**src/rtl/jacobi_row_sequencer_if.sv**
```systemverilog
// Control/strobe bundle between the Jacobi row sequencer and its complex datapath.
interface jacobi_row_sequencer_if #(
    parameter int unsigned ADDR_W = 12,
    parameter int unsigned IDX_W  = 6
);
    logic              start;
    logic [7:0]        max_iter;
    logic              busy;
    logic              done;
    logic [7:0]        iter_cnt;
    logic [ADDR_W-1:0] y_addr;
    logic [IDX_W-1:0]  v_addr;
    logic              v_bank;
    logic              mult_valid;
    logic              acc_en;
    logic              acc_first;
    logic              diag_cap;
    logic              sub_valid;
    logic              div_valid;
    logic              x_wr_en;
    logic [IDX_W-1:0]  x_wr_addr;
    logic              x_wr_bank;

    modport master (
        input  start, max_iter,
        output busy, done, iter_cnt, y_addr, v_addr, v_bank, mult_valid,
               acc_en, acc_first, diag_cap, sub_valid, div_valid,
               x_wr_en, x_wr_addr, x_wr_bank
    );

    modport slave (
        output start, max_iter,
        input  busy, done, iter_cnt, y_addr, v_addr, v_bank, mult_valid,
               acc_en, acc_first, diag_cap, sub_valid, div_valid,
               x_wr_en, x_wr_addr, x_wr_bank
    );
endinterface

```
**src/rtl/jacobi_row_sequencer.sv**
```systemverilog
// Sequences one Jacobi row at a time: column issues, accumulate/diag capture,
// subtract, divide and x write-back, sweeping rows and ping-ponging x banks.
module jacobi_row_sequencer #(
    parameter int unsigned DIM      = 4,
    parameter int unsigned ADDR_W   = 12,
    parameter int unsigned IDX_W    = 6,
    parameter int unsigned MULT_LAT = 3,
    parameter int unsigned ADD_LAT  = 2,
    parameter int unsigned DIV_LAT  = 6
) (
    input logic                     clock,
    input logic                     reset,
    jacobi_row_sequencer_if.master  bus
);
    localparam int unsigned DRAIN_LEN = MULT_LAT + ADD_LAT;
    localparam int unsigned CNT_MAX   = (DRAIN_LEN > DIV_LAT) ? DRAIN_LEN : DIV_LAT;
    localparam int unsigned CNT_W     = $clog2(CNT_MAX + 1);
    localparam int unsigned GAP_W     = (ADD_LAT > 1) ? $clog2(ADD_LAT) : 1;
    localparam logic [IDX_W-1:0] LAST_IDX = IDX_W'(DIM - 1);

    typedef enum logic [2:0] {
        S_IDLE, S_ISSUE, S_DRAIN, S_SUB, S_DIV, S_WRITE
    } state_t;

    state_t             r_state;
    logic [IDX_W-1:0]   r_row;
    logic [IDX_W-1:0]   r_col;
    logic [GAP_W-1:0]   r_gap;
    logic [CNT_W-1:0]   r_cnt;
    logic [7:0]         r_iter;
    logic [7:0]         r_max_iter;
    logic               r_v_bank;
    logic               r_x_wr_bank;
    logic               r_busy;
    logic               r_done;
    logic [ADDR_W-1:0]  r_y_addr;
    logic [IDX_W-1:0]   r_v_addr;
    logic               r_mult_valid;
    logic               r_acc_en;
    logic               r_acc_first;
    logic               r_diag_cap;
    logic               r_sub_valid;
    logic               r_div_valid;
    logic               r_x_wr_en;
    logic [IDX_W-1:0]   r_x_wr_addr;
    logic [MULT_LAT-1:0] r_pipe_v;
    logic [MULT_LAT-1:0] r_pipe_d;
    logic [MULT_LAT-1:0] r_pipe_f;

    logic               w_issue;
    logic [IDX_W-1:0]   w_row;
    logic [IDX_W-1:0]   w_col;
    logic               w_diag;
    logic               w_first;
    logic               w_last_iter;

    // Next-cycle issue decision; the row/col chosen here also become the new r_row/r_col.
    always_comb begin
        w_issue     = 1'b0;
        w_row       = r_row;
        w_col       = r_col;
        w_last_iter = (r_iter == 8'(r_max_iter - 8'd1));
        case (r_state)
            S_IDLE: begin
                if (bus.start && (bus.max_iter != 8'd0)) begin
                    w_issue = 1'b1;
                    w_row   = '0;
                    w_col   = '0;
                end
            end
            S_ISSUE: begin
                if ((r_gap == GAP_W'(ADD_LAT - 1)) && (r_col != LAST_IDX)) begin
                    w_issue = 1'b1;
                    w_col   = r_col + 1'b1;
                end
            end
            S_WRITE: begin
                if (r_row != LAST_IDX) begin
                    w_issue = 1'b1;
                    w_row   = r_row + 1'b1;
                    w_col   = '0;
                end else if (!w_last_iter) begin
                    w_issue = 1'b1;
                    w_row   = '0;
                    w_col   = '0;
                end
            end
            default: ;
        endcase
        w_diag  = (w_col == w_row);
        w_first = (w_row == '0) ? (w_col == IDX_W'(1)) : (w_col == '0);
    end

    always_ff @(posedge clock) begin
        if (reset) begin
            r_state      <= S_IDLE;
            r_row        <= '0;
            r_col        <= '0;
            r_gap        <= '0;
            r_cnt        <= '0;
            r_iter       <= '0;
            r_max_iter   <= '0;
            r_v_bank     <= 1'b0;
            r_x_wr_bank  <= 1'b1;
            r_busy       <= 1'b0;
            r_done       <= 1'b0;
            r_y_addr     <= '0;
            r_v_addr     <= '0;
            r_mult_valid <= 1'b0;
            r_acc_en     <= 1'b0;
            r_acc_first  <= 1'b0;
            r_diag_cap   <= 1'b0;
            r_sub_valid  <= 1'b0;
            r_div_valid  <= 1'b0;
            r_x_wr_en    <= 1'b0;
            r_x_wr_addr  <= '0;
            r_pipe_v     <= '0;
            r_pipe_d     <= '0;
            r_pipe_f     <= '0;
        end else begin
            r_mult_valid <= w_issue;
            r_done       <= 1'b0;
            r_sub_valid  <= 1'b0;
            r_div_valid  <= 1'b0;
            r_x_wr_en    <= 1'b0;

            // Product slot tracking: the tail stage lands exactly MULT_LAT cycles after issue.
            r_acc_en    <= r_pipe_v[MULT_LAT-1] & ~r_pipe_d[MULT_LAT-1];
            r_acc_first <= r_pipe_v[MULT_LAT-1] & ~r_pipe_d[MULT_LAT-1] & r_pipe_f[MULT_LAT-1];
            r_diag_cap  <= r_pipe_v[MULT_LAT-1] &  r_pipe_d[MULT_LAT-1];
            for (int i = MULT_LAT - 1; i > 0; i--) begin
                r_pipe_v[i] <= r_pipe_v[i-1];
                r_pipe_d[i] <= r_pipe_d[i-1];
                r_pipe_f[i] <= r_pipe_f[i-1];
            end
            r_pipe_v[0] <= w_issue;
            r_pipe_d[0] <= w_issue & w_diag;
            r_pipe_f[0] <= w_issue & w_first;

            // Addresses walk linearly through Y, so each issue is the previous +1 except at (0,0).
            if (w_issue) begin
                r_row    <= w_row;
                r_col    <= w_col;
                r_v_addr <= w_col;
                r_gap    <= '0;
                r_y_addr <= ((w_row == '0) && (w_col == '0)) ? '0 : r_y_addr + 1'b1;
            end

            case (r_state)
                S_IDLE: begin
                    if (bus.start) begin
                        if (bus.max_iter != 8'd0) begin
                            r_state    <= S_ISSUE;
                            r_iter     <= '0;
                            r_max_iter <= bus.max_iter;
                            r_busy     <= 1'b1;
                        end else begin
                            r_done <= 1'b1;
                        end
                    end
                end
                S_ISSUE: begin
                    if (r_gap == GAP_W'(ADD_LAT - 1)) begin
                        if (r_col == LAST_IDX) begin
                            r_state <= S_DRAIN;
                            r_cnt   <= '0;
                        end
                    end else begin
                        r_gap <= r_gap + 1'b1;
                    end
                end
                S_DRAIN: begin
                    if (r_cnt == CNT_W'(DRAIN_LEN - 1)) begin
                        r_state     <= S_SUB;
                        r_cnt       <= '0;
                        r_sub_valid <= 1'b1;
                    end else begin
                        r_cnt <= r_cnt + 1'b1;
                    end
                end
                S_SUB: begin
                    if (r_cnt == CNT_W'(ADD_LAT - 1)) begin
                        r_state     <= S_DIV;
                        r_cnt       <= '0;
                        r_div_valid <= 1'b1;
                    end else begin
                        r_cnt <= r_cnt + 1'b1;
                    end
                end
                S_DIV: begin
                    if (r_cnt == CNT_W'(DIV_LAT - 1)) begin
                        r_state     <= S_WRITE;
                        r_cnt       <= '0;
                        r_x_wr_en   <= 1'b1;
                        r_x_wr_addr <= r_row;
                    end else begin
                        r_cnt <= r_cnt + 1'b1;
                    end
                end
                S_WRITE: begin
                    if (r_row != LAST_IDX) begin
                        r_state <= S_ISSUE;
                    end else if (!w_last_iter) begin
                        r_state     <= S_ISSUE;
                        r_iter      <= r_iter + 8'd1;
                        r_v_bank    <= ~r_v_bank;
                        r_x_wr_bank <= r_v_bank;
                    end else begin
                        r_state <= S_IDLE;
                        r_done  <= 1'b1;
                        r_busy  <= 1'b0;
                    end
                end
                default: r_state <= S_IDLE;
            endcase
        end
    end

    assign bus.busy       = r_busy;
    assign bus.done       = r_done;
    assign bus.iter_cnt   = r_iter;
    assign bus.y_addr     = r_y_addr;
    assign bus.v_addr     = r_v_addr;
    assign bus.v_bank     = r_v_bank;
    assign bus.mult_valid = r_mult_valid;
    assign bus.acc_en     = r_acc_en;
    assign bus.acc_first  = r_acc_first;
    assign bus.diag_cap   = r_diag_cap;
    assign bus.sub_valid  = r_sub_valid;
    assign bus.div_valid  = r_div_valid;
    assign bus.x_wr_en    = r_x_wr_en;
    assign bus.x_wr_addr  = r_x_wr_addr;
    assign bus.x_wr_bank  = r_x_wr_bank;
endmodule

```
**src/flat_wrapper.sv**
```systemverilog
// flat-port wrapper written by rule: the top's interface ports become plain ports
module jacobi_row_sequencer_flat 
#(
    parameter int unsigned DIM      = 4,
    parameter int unsigned ADDR_W   = 12,
    parameter int unsigned IDX_W    = 6,
    parameter int unsigned MULT_LAT = 3,
    parameter int unsigned ADD_LAT  = 2,
    parameter int unsigned DIV_LAT  = 6
)
  (clock, reset, bus_start, bus_max_iter, bus_busy, bus_done, bus_iter_cnt, bus_y_addr, bus_v_addr, bus_v_bank, bus_mult_valid, bus_acc_en, bus_acc_first, bus_diag_cap, bus_sub_valid, bus_div_valid, bus_x_wr_en, bus_x_wr_addr, bus_x_wr_bank);
  jacobi_row_sequencer_if #(.ADDR_W(ADDR_W), .IDX_W(IDX_W)) bus_i ();
  input logic clock;
  input logic reset;
  input wire logic [$bits(bus_i.start)-1:0] bus_start;
  input wire logic [$bits(bus_i.max_iter)-1:0] bus_max_iter;
  output wire logic [$bits(bus_i.busy)-1:0] bus_busy;
  output wire logic [$bits(bus_i.done)-1:0] bus_done;
  output wire logic [$bits(bus_i.iter_cnt)-1:0] bus_iter_cnt;
  output wire logic [$bits(bus_i.y_addr)-1:0] bus_y_addr;
  output wire logic [$bits(bus_i.v_addr)-1:0] bus_v_addr;
  output wire logic [$bits(bus_i.v_bank)-1:0] bus_v_bank;
  output wire logic [$bits(bus_i.mult_valid)-1:0] bus_mult_valid;
  output wire logic [$bits(bus_i.acc_en)-1:0] bus_acc_en;
  output wire logic [$bits(bus_i.acc_first)-1:0] bus_acc_first;
  output wire logic [$bits(bus_i.diag_cap)-1:0] bus_diag_cap;
  output wire logic [$bits(bus_i.sub_valid)-1:0] bus_sub_valid;
  output wire logic [$bits(bus_i.div_valid)-1:0] bus_div_valid;
  output wire logic [$bits(bus_i.x_wr_en)-1:0] bus_x_wr_en;
  output wire logic [$bits(bus_i.x_wr_addr)-1:0] bus_x_wr_addr;
  output wire logic [$bits(bus_i.x_wr_bank)-1:0] bus_x_wr_bank;
  assign bus_i.start = bus_start;
  assign bus_i.max_iter = bus_max_iter;
  assign bus_busy = bus_i.busy;
  assign bus_done = bus_i.done;
  assign bus_iter_cnt = bus_i.iter_cnt;
  assign bus_y_addr = bus_i.y_addr;
  assign bus_v_addr = bus_i.v_addr;
  assign bus_v_bank = bus_i.v_bank;
  assign bus_mult_valid = bus_i.mult_valid;
  assign bus_acc_en = bus_i.acc_en;
  assign bus_acc_first = bus_i.acc_first;
  assign bus_diag_cap = bus_i.diag_cap;
  assign bus_sub_valid = bus_i.sub_valid;
  assign bus_div_valid = bus_i.div_valid;
  assign bus_x_wr_en = bus_i.x_wr_en;
  assign bus_x_wr_addr = bus_i.x_wr_addr;
  assign bus_x_wr_bank = bus_i.x_wr_bank;
  jacobi_row_sequencer #(.DIM(DIM), .ADDR_W(ADDR_W), .IDX_W(IDX_W), .MULT_LAT(MULT_LAT), .ADD_LAT(ADD_LAT), .DIV_LAT(DIV_LAT)) u_core (.clock(clock), .reset(reset), .bus(bus_i));
endmodule
```
**config.mk**
```make
export PLATFORM = sky130hd
export DESIGN_NAME = jacobi_row_sequencer_flat
export DESIGN_NICKNAME = d
export VERILOG_FILES = /design/src/rtl/jacobi_row_sequencer_if.sv /design/src/rtl/jacobi_row_sequencer.sv /design/src/flat_wrapper.sv
export SDC_FILE = /design/constraint.sdc
export NUM_CORES = 1
export LEC_CHECK = 0
export BUFFER_PORTS_ARGS = -buffer_cell sky130_fd_sc_hd__buf_4
export CORE_MARGIN = 4
export CORE_UTILIZATION = 50
export DETAILED_ROUTE_END_ITERATION = 10
export PLACE_DENSITY = 0.8
export SETUP_SLACK_MARGIN = 0.3
export SLEW_MARGIN = 0
export SYNTH_ARGS = -nofsm -noshare
export SYNTH_HDL_FRONTEND = slang
export SYNTH_SLANG_ARGS = --single-unit
```
**constraint.sdc**
```tcl
create_clock -name clock -period 3.2 [get_ports clock]
set_input_delay 0.64 -clock clock [delete_from_list [all_inputs] [get_ports clock]]
set_output_delay 0.64 -clock clock [all_outputs]
set_load 0.01 [all_outputs]
```
# Yosys cells after proc, flatten, opt, wreduce, memory -nomap -nowiden
# Cells that the tools add are included.
# Widths: inputs -> output; s select.
dict set report totals {
  reg_bits 73
  in_bits 11
  output_inout_bits 43
  elab_cells 138
}
dict set report classes {
  add_sub_neg 7
  n_eq_ne 24
  mux 53
  n_bitwise 12
  reduce_logical 19
}
# operator n
set ops {}
lappend ops {{$mux 6} 7}
lappend ops {{$mux 3} 13}
lappend ops {{$mux 8} 4}
lappend ops {{$mux 1} 20}
lappend ops {{$pmux 3 s6} 1}
lappend ops {{$pmux 6 s3} 1}
lappend ops {{$pmux 8 s2} 1}
lappend ops {{$ne 2x1->1 const B} 7}
lappend ops {{$add 12x1->12 const B} 1}
lappend ops {{$add 6x1->6 const B} 2}
lappend ops {{$eq 3x3->1 const B} 4}
lappend ops {{$logic_not 6->1} 2}
lappend ops {{$mux 12} 1}
lappend ops {{$ne 6x2->1 const B} 2}
lappend ops {{$pmux 3 s4} 1}
lappend ops {{$pmux 6 s2} 1}
lappend ops {{$reduce_and 5->1} 2}
lappend ops {{$reduce_and 3->1} 3}
lappend ops {{$add 8x1->8 const B} 1}
lappend ops {{$eq 8x8->1} 1}
lappend ops {{$reduce_bool 8->1} 1}
lappend ops {{$sub 8x1->8 const B} 1}
lappend ops {{$not 1->1} 7}
lappend ops {{$reduce_and 7->1} 1}
lappend ops {{other kinds (17)} 30}

# Longest topological paths before layout
# Gate-level depths: netlist of the first run.
dict set report depth {
  ltp_word 8
  depth_mapped 11
  mapped_depth_nobuf 10
}

# Least setup slack after synthesis of the first run
# OpenSTA, ideal clock, no wires.
dict set report synth_path {
  path_type {input-to-reg}
  start {input bus_max_iter[3]}
  end {register u_core.r_pipe_d[0]}
  setup_time_ns 0.088
  arrival_time_ns 2.348
  t_required_ns 3.112
  slack_ns 0.764
  path_stages 8
  n_path_buf 0
  cell_sequence {or4_1 > nor2_2 > o22ai_1 > a31oi_1 > a21oi_1 > xnor2_1 > nand4_1 > nor4_2}
}
dict set report synth_via {
  elab_chain_len 6
  word_cells_on_any_way 10
  cone_classes {eq/ne (1); mux (6); bitwise (1); reduce/logical (2)}
}
# item line
set synth_lines {}
lappend synth_lines {{start, declared} flat_wrapper.sv:16} ;# input wire logic [$bits(bus_i.max_iter)-1:0] bus_max_iter;
lappend synth_lines {{$reduce_bool 8->1 *} jacobi_row_sequencer.sv:65} ;# if (bus.start && (bus.max_iter != 8'd0)) begin
lappend synth_lines {{$logic_and 1x1->1 *} jacobi_row_sequencer.sv:65}
lappend synth_lines {{$mux 6} jacobi_row_sequencer.sv:65}
lappend synth_lines {{$pmux 6 s3 or $pmux 6 s2 (tied branches)} jacobi_row_sequencer.sv:63} ;# case (r_state)
lappend synth_lines {{$eq 6x6->1} jacobi_row_sequencer.sv:90} ;# w_diag = (w_col == w_row);
lappend synth_lines {{$and 1x1->1 *} jacobi_row_sequencer.sv:137} ;# r_pipe_d[0] <= w_issue & w_diag;
lappend synth_lines {{end signal, assigned by index} jacobi_row_sequencer.sv:133} ;# r_pipe_d[i] <= r_pipe_d[i-1];
lappend synth_lines {{end signal, assigned} jacobi_row_sequencer.sv:137}
lappend synth_lines {{end, declared} jacobi_row_sequencer.sv:47} ;# logic [MULT_LAT-1:0] r_pipe_d;
# Mark *: on every way between the ends. The rest lies on a longest branch, timed or not.
# A chain may end at the register's enable or synchronous reset.

# Worst setup path in the final report of the first run
dict set report layout_path {
  start {register u_core.r_max_iter[0]}
  end {register u_core.r_y_addr[3] (netlist: u_core.bus.y_addr[3])}
}
dict set report layout_via {
  elab_chain_len 8
  word_cells_on_any_way 15
  cone_classes {add/sub (1); eq/ne (1); mux (10); reduce/logical (3)}
}
# item line
set layout_lines {}
lappend layout_lines {{start, declared} jacobi_row_sequencer.sv:31} ;# logic [7:0] r_max_iter;
lappend layout_lines {{start signal, assigned} jacobi_row_sequencer.sv:155} ;# r_max_iter <= bus.max_iter;
lappend layout_lines {{$sub 8x1->8 *} jacobi_row_sequencer.sv:62} ;# w_last_iter = (r_iter == 8'(r_max_iter - 8'd1));
lappend layout_lines {{$eq 8x8->1 *} jacobi_row_sequencer.sv:62}
lappend layout_lines {{$mux 6} jacobi_row_sequencer.sv:82} ;# end else if (!w_last_iter) begin
lappend layout_lines {{$mux 6} jacobi_row_sequencer.sv:78} ;# if (r_row != LAST_IDX) begin
lappend layout_lines {{$pmux 6 s3 or $pmux 6 s2 (tied branches)} jacobi_row_sequencer.sv:63}
lappend layout_lines {{$logic_not 6->1} jacobi_row_sequencer.sv:146} ;# r_y_addr <= ((w_row == '0) && (w_col == '0)) ? '0 : r_y_addr + 1'b1;
lappend layout_lines {{$logic_and 1x1->1} jacobi_row_sequencer.sv:146}
lappend layout_lines {{$mux 12} jacobi_row_sequencer.sv:146}
lappend layout_lines {{end signal, assigned} jacobi_row_sequencer.sv:146}
lappend layout_lines {{end, declared} jacobi_row_sequencer.sv:36} ;# logic [ADDR_W-1:0] r_y_addr;
# Marked as above.

==> out/qor.txt, run 1 <==
Status: finished, final reports clean
Largest area contributor in the netlist: dfxtp_1
Hold_ws: 0.434 ns
Antenna Nets Post-Route: 0
Initial Util: 52.5%
Diodes inserted: 0
Die Ht: 93.2 µm
RSZ-0062 raised after global routing: no
Fin crit period: 2.73 ns
Commonest non-fill, non-tap cell in the layout: dfxtp_1
Lkg Pwr: 1.80 nW
Final Hold Viols: 0
Vias in the first global route: 3008
Detailed Routing Iterations Pass 1: 5
Crit. End Element: register
Max Cap Viol: 0
Logic pwr share: 9.2%
First-pass GRT wire length: 13900 µm
Fraction of layout cells with a size suffix above 1: 20.9%
Ports: 54
Syn Nets: 438
Slowest Stage Delay on Critical Path: 0.43 ns
Clock slew at reported path FFs: 0.09 ns
Hold Path Class: register to register
Cells after DPL: 555
Register bit total from synthesis: 72
Clk_skew: 0.0106 ns
CP max-delay cell: dfxtp_1
TritonCTS clock tree: built
Design area: 0.00439 mm²
CTS Buffer Depth: 2
Mean routed wirelength per cell: 14.3 µm
Post-route insts no fill: 574
Final Setup Violations: 0
Tcrit/Tclk final: 85.2%
Worst path cell trace: inv_1 > ha_1 > nor2b_1 > and3_1 > o22ai_2 > nor4_4 > a211oi_2 > nand3_2 > o41ai_4 > buf_4 > nor2_1
Reg power frac: 48.4%
Setup_tns: 0 ns
Data arrival, critical path: 2.97 ns
CTS buffer count: 9
Top post-synthesis cells by area: dfxtp_1 (40%), nor2_1 (6.0%), xor2_1 (5.8%)
Crit Path Max Fanout: 7
Drt via density: 5.52
Critical path startpoint category: register
Initial antenna violation count: 0
Via count: 3166
PwrDens: 440 mW/mm²
Clock sinks: 72
Clock Tree Root: clkbuf_8
Setup CP Type: register to register
Post-synthesis cell count: 419
Reg2reg setup slack: 0.47 ns
Die W: 93.2 µm
WP data required: 3.44 ns
Total congestion overflow: 0
Clock share of power: 42.5%
Seq/Total Area, Yosys: 39.7%
Total power: 1.93 mW
Clock H-tree levels: 3
Unique masters post-synth: 62
Post-DP Area: 0.00412 mm²
Overall Global Routing Usage: 19.7%
Largest net degree at the start of global routing: 47
Fin nets: 492
Initial DRC count: 250
Sw Ratio: 25.6%
Max VDD drop: 261 µV
DRC viols: 0
Row Count: 30
Area Overhead vs Synth: 20.9%
Die footprint: 0.00868 mm²
Top-area cell type share of the netlist area: 39.7%
Core Footprint: 0.00691 mm²
Mapped Area: 0.00363 mm²
Max-slew violation count: 0
Sw Pwr: 0.495 mW
Routability cong.: 0.839
CP startpoint: u_core.r_max_iter[0]
Internal power: 1.44 mW
DP Worst Slack: 0.0357 ns
Post-Route WL: 8210 µm
Detailed placement HPWL: 5920 µm
Slew HR: 50.2%
Final Util: 63.5%
Async SR Flop Fraction: 0%
Worst-Margin Slew: 0.744 ns
Worst skew pair latency: 0.35 ns
R2r startpoint: u_core.r_max_iter[0]
Final Worst Setup Slack: 0.474 ns
Syn Area/Cell: 8.66 µm²
Hold Path Origin: u_core.r_pipe_f[2]
PortBufs: 53
Post-synth EDFFs: 0
Post-synth top flop: dfxtp_1
Most frequent cells in the layout: dfxtp_1 (72), buf_4 (64), nor2_1 (57)
Max Clk Rate: 367 MHz
Yosys warnings: 0
[critical path: cells and delay by family (launching register included)]
family,cells,cell delay (ns)
compound gates,3,0.93
simple gates,5,0.73
flops,1,0.43
buf+inv,2,0.28
fa+ha+maj,1,0.24
[final cells by class]
type	instances	area, µm²
Clock buffer	9	124
Clock inverter	7	105
Fill cell	600	2520
Inverter	11	41.3
Multi-Input combinational cell	315	2070
Sequential cell	72	1440
Tap cell	96	120
Timing Repair Buffer	64	480
[routing by layer]
layer  wire length, µm  share of wire (%)  vias up  track usage, %
li1                  -                  -     1580               -
met4               149                1.8        0            8.30
met5                 0                  0        -               0
met3               399                4.9       13            2.90
met1              3780                 46     1490            26.1
met2              3890                 47       83            32.0
[power by group through the flow]
| stage | sequential (mW) | clock [mW] | combinational, mW |
|---|---|---|---|
| global route | 0.937 | 0.878 | 0.193 |
| floorplan | 0.948 | 0 | 0.127 |
| global placement | 0.953 | 0 | 0.165 |
| CTS | 0.933 | 0.837 | 0.176 |
| detailed placement | 0.954 | 0 | 0.170 |
| finish | 0.934 | 0.820 | 0.177 |
[cells in the mapped netlist (3+ instances only)]
| cell type | n |
|---|---|
| a21o_1 | 3 |
| a21oi_1 | 25 |
| and2_1 | 7 |
| and3_1 | 11 |
| buf_1 | 3 |
| buf_2 | 6 |
| clkbuf_1 | 11 |
| dfxtp_1 | 72 |
| ha_1 | 8 |
| inv_1 | 11 |
| mux2i_1 | 11 |
| nand2_1 | 34 |
| nand2b_1 | 6 |
| nand3_1 | 14 |
| nand4_1 | 15 |
| nor2_1 | 58 |
| nor2b_1 | 11 |
| nor3_1 | 9 |
| nor3b_1 | 3 |
| nor4_2 | 3 |
| o21ai_0 | 12 |
| xnor2_1 | 12 |
| xor2_1 | 24 |
[kinds of logic (layout without fill, tap and decap cells)]
logic type / Yosys count / in the layout / share of synthesized area (%)
AO/OA/AOI/OAI: 72 / 72 / 14.2
XOR/XNOR: 36 / 36 / 8.69
adder cells (fa/ha/maj): 8 / 8 / 2.76
AND/OR/NAND/NOR: 187 / 187 / 27.4
multiplexers: 12 / 12 / 3.66
buffers and inverters: 32 / 91 / 3.62
flip-flops: 72 / 72 / 39.7
[final timing paths]
path	end	cells past startpoint
max	u_core.bus.y_addr[3]	11
min	u_core.bus.acc_first	1
max reg2reg	u_core.bus.y_addr[3]	11
min reg2reg	u_core.bus.acc_first	1
[state kept, by name, summed over array words and instances (netlist names), 3 cells and up]
| name | flops |
|---|---|
| u_core.bus.x_wr_addr | 6 |
| u_core.r_state | 3 |
| u_core.r_cnt | 3 |
| u_core.r_max_iter | 8 |
| u_core.r_pipe_d | 3 |
| u_core.r_row | 6 |
| u_core.bus.iter_cnt | 8 |
| u_core.r_pipe_f | 3 |
| u_core.r_col | 6 |
| u_core.bus.y_addr | 12 |
| u_core.r_pipe_v | 3 |
[timing repair]
action / CTS / global route
resized for setup: 1 / 2
pin swaps: 1 / 1
hold buffers: 0 / 0
endpoints found under the setup margin: 11 / 13
buffers inserted: 2 / 1
(Power assumes the default switching activity.)
==> run 2: changes to the inputs <==
Settings changed: RECOVER_POWER from default to 25.
==> out/qor.txt, run 2 (synthesis results as in run 1) <==
Critical path startpoint category: register
Multi-input combinational cell area: 0.00207 mm² (unchanged)
Post-route insts no fill: 574 (unchanged)
Fin crit period: 2.72 ns (-0.00170 ns)
Cells after DPL: 555 (unchanged)
Max VDD drop: 261 µV (about the same)
Crit. End Element: register
Initial Util: 52.5% (unchanged)
Slowest Stage Delay on Critical Path: 0.43 ns (about the same)
Via count: 3183 (+0.54%)
Max-slew violation count: 0 (unchanged)
Diodes inserted: 0 (unchanged)
Met2 WL: 3910 µm (+0.54%)
Worst-Margin Slew: 0.723 ns (-0.0214 ns)
Vias in the first global route: 3008 (unchanged)
CTS buffer count: 9 (unchanged)
Lkg Pwr: 1.73 nW (-3.8%)
RSZ-0062 raised after global routing: no
# fillers: 617 (+2.8%)
Max Cap Viol: 0 (unchanged)
Clock H-tree levels: 3 (unchanged)
Worst path cell trace: inv_1 > ha_1 > nor2b_1 > and3_1 > o22ai_2 > nor4_4 > a211oi_2 > nand3_2 > o41ai_4 > buf_4 > nor2_1
Reg2reg setup slack: 0.48 ns (about the same)
Top routing layer used: met4
Final Setup Violations: 0 (unchanged)
CP max-delay cell: dfxtp_1
Max Clk Rate: 367 MHz (about the same)
Overall Global Routing Usage: 19.7% (unchanged)
Crit Path Max Fanout: 7 (unchanged)
Ports: 54 (unchanged)
Hold Path Class: register to register
Clk_skew: 0.0117 ns (+0.00108 ns)
PwrDens: 446 mW/mm² (+1.3%)
CTS Buffer Depth: 2 (unchanged)
Critical path's top delay family: compound AO/OA/AOI/OAI gates
Area Overhead vs Synth: 19.2%
Commonest non-fill, non-tap cell in the layout: dfxtp_1
Setup CP Type: register to register
FF+latch area: 0.00144 mm² (unchanged)
Antenna Nets Post-Route: 0 (unchanged)
Total congestion overflow: 0 (unchanged)
Worst skew pair latency: 0.35 ns (about the same)
Hold Path Depth: 1 (unchanged)
Drt via density: 5.55 (+0.54%)
Detailed placement HPWL: 5920 µm (unchanged)
Data arrival, critical path: 2.97 ns (about the same)
Fin nets: 492 (unchanged)
Setup_tns: 0 ns (unchanged)
Met1 wire length: 3770 µm (about the same)
Slew HR: 51.6% (+1.4 points)
TritonCTS clock tree: built
PortBufs: 53 (unchanged)
Reg2reg end: u_core.bus.y_addr[3]
CTS Hold Bufs: 0 (unchanged)
First-pass GRT wire length: 13900 µm (unchanged)
Die W: 93.2 µm (unchanged)
Max reg flops: 12 (unchanged)
WP data required: 3.44 ns (about the same)
Fraction of layout cells with a size suffix above 1: 17.6% (-3.3 points)
DRC viols: 0 (unchanged)
Core Footprint: 0.00691 mm² (unchanged)
Post-Route WL: 8240 µm (+0.28%)
Most frequent cells in the layout: dfxtp_1 (72), nor2_1 (57), buf_4 (48)
Tcrit/Tclk final: 85.1% (about the same)
Clock slew at reported path FFs: 0.09 ns (about the same)
Initial DRC count: 219 (-12%)
Detailed Routing Iterations Pass 1: 5 (unchanged)
Critical Path Stages: 11 (unchanged)
Die Ht: 93.2 µm (unchanged)
CP Buf/Inv Count: 2 (unchanged)
Routed wl met3: 403 µm (+1.0%)
Hold Path Origin: u_core.r_pipe_f[2]
Final Hold Viols: 0 (unchanged)
Cell depth of the worst flop-to-flop path: 11 (unchanged)
Clock sinks: 72 (unchanged)
Clock Tree Root: clkbuf_8
R2r startpoint: u_core.r_max_iter[0]
Status: finished, final reports clean
Mean routed wirelength per cell: 14.4 µm (+0.28%)
Hold Path End: u_core.bus.acc_first
Die footprint: 0.00868 mm² (unchanged)
Routability cong.: 0.839 (unchanged)
Largest net degree at the start of global routing: 47 (unchanged)
Row Count: 30 (unchanged)
Initial antenna violation count: 0 (unchanged)
[run 2: changes by cell type in the layout (fill, tap and decap cells not counted), sizes merged]
cell / before / now
buf: 64 / 48
clkbuf: 9 / 25
[run 2: what timing repair did]
action                     in CTS  in global routing
setup endpoints to repair      11                 13
pin swaps                       1                  1
gates resized for setup         1                  2
buffers inserted                2                  1
[run 2: final cells by class]
| cell class | instances | area share (%) |
|---|---|---|
| Tap cell | 96 | 2.78 |
| Inverter | 11 | 0.954 |
| Timing Repair Buffer | 64 | 9.72 |
| Sequential cell | 72 | 33.3 |
| Multi-Input combinational cell | 315 | 47.9 |
| Clock inverter | 7 | 2.43 |
| Clock buffer | 9 | 2.86 |
[run 2: routing by layer]
layer,up-vias,global-route usage [%]
li1,1576,-
met1,1506,26.1
met2,88,32.0
met3,13,2.90
met4,0,8.30
met5,-,0
[run 2: worst max-delay path by stage]
stage | start | endpoint | slack, ns
finish | u_core.r_max_iter[0] | u_core.bus.y_addr[3] | 0.48
global route | u_core.r_max_iter[0] | u_core.bus.y_addr[3] | 0.32
CTS | u_core.r_max_iter[0] | u_core.bus.y_addr[4] | 0.42
detailed placement | bus_start | u_core.bus.y_addr[8] | 0.04
global placement | bus_start | u_core.bus.y_addr[11] | 0.17
floorplan | bus_max_iter[3] | u_core.r_pipe_d[0] | 0.76
[run 2: stage by stage]
step	power, mW	hold WS [ns]	worst slack [ns]	area, µm²	utilization [%]
after floorplan	1.08	0.396	0.764	3630	-
after global placement	1.12	0.412	0.169	4120	59.6
after detailed placement	1.12	0.416	0.0357	4120	59.6
after CTS	1.95	0.436	0.423	4370	63.3
after global routing	2.01	0.465	0.320	4330	62.6
final	1.93	0.436	0.476	4330	62.6
[run 2: power by group]
| part | total, mW | switching (mW) | internal, mW |
|---|---|---|---|
| Clock | 0.821 | 0.373 | 0.448 |
| Combinational | 0.175 | 0.101 | 0.0743 |
| Sequential | 0.934 | 0.0222 | 0.912 |
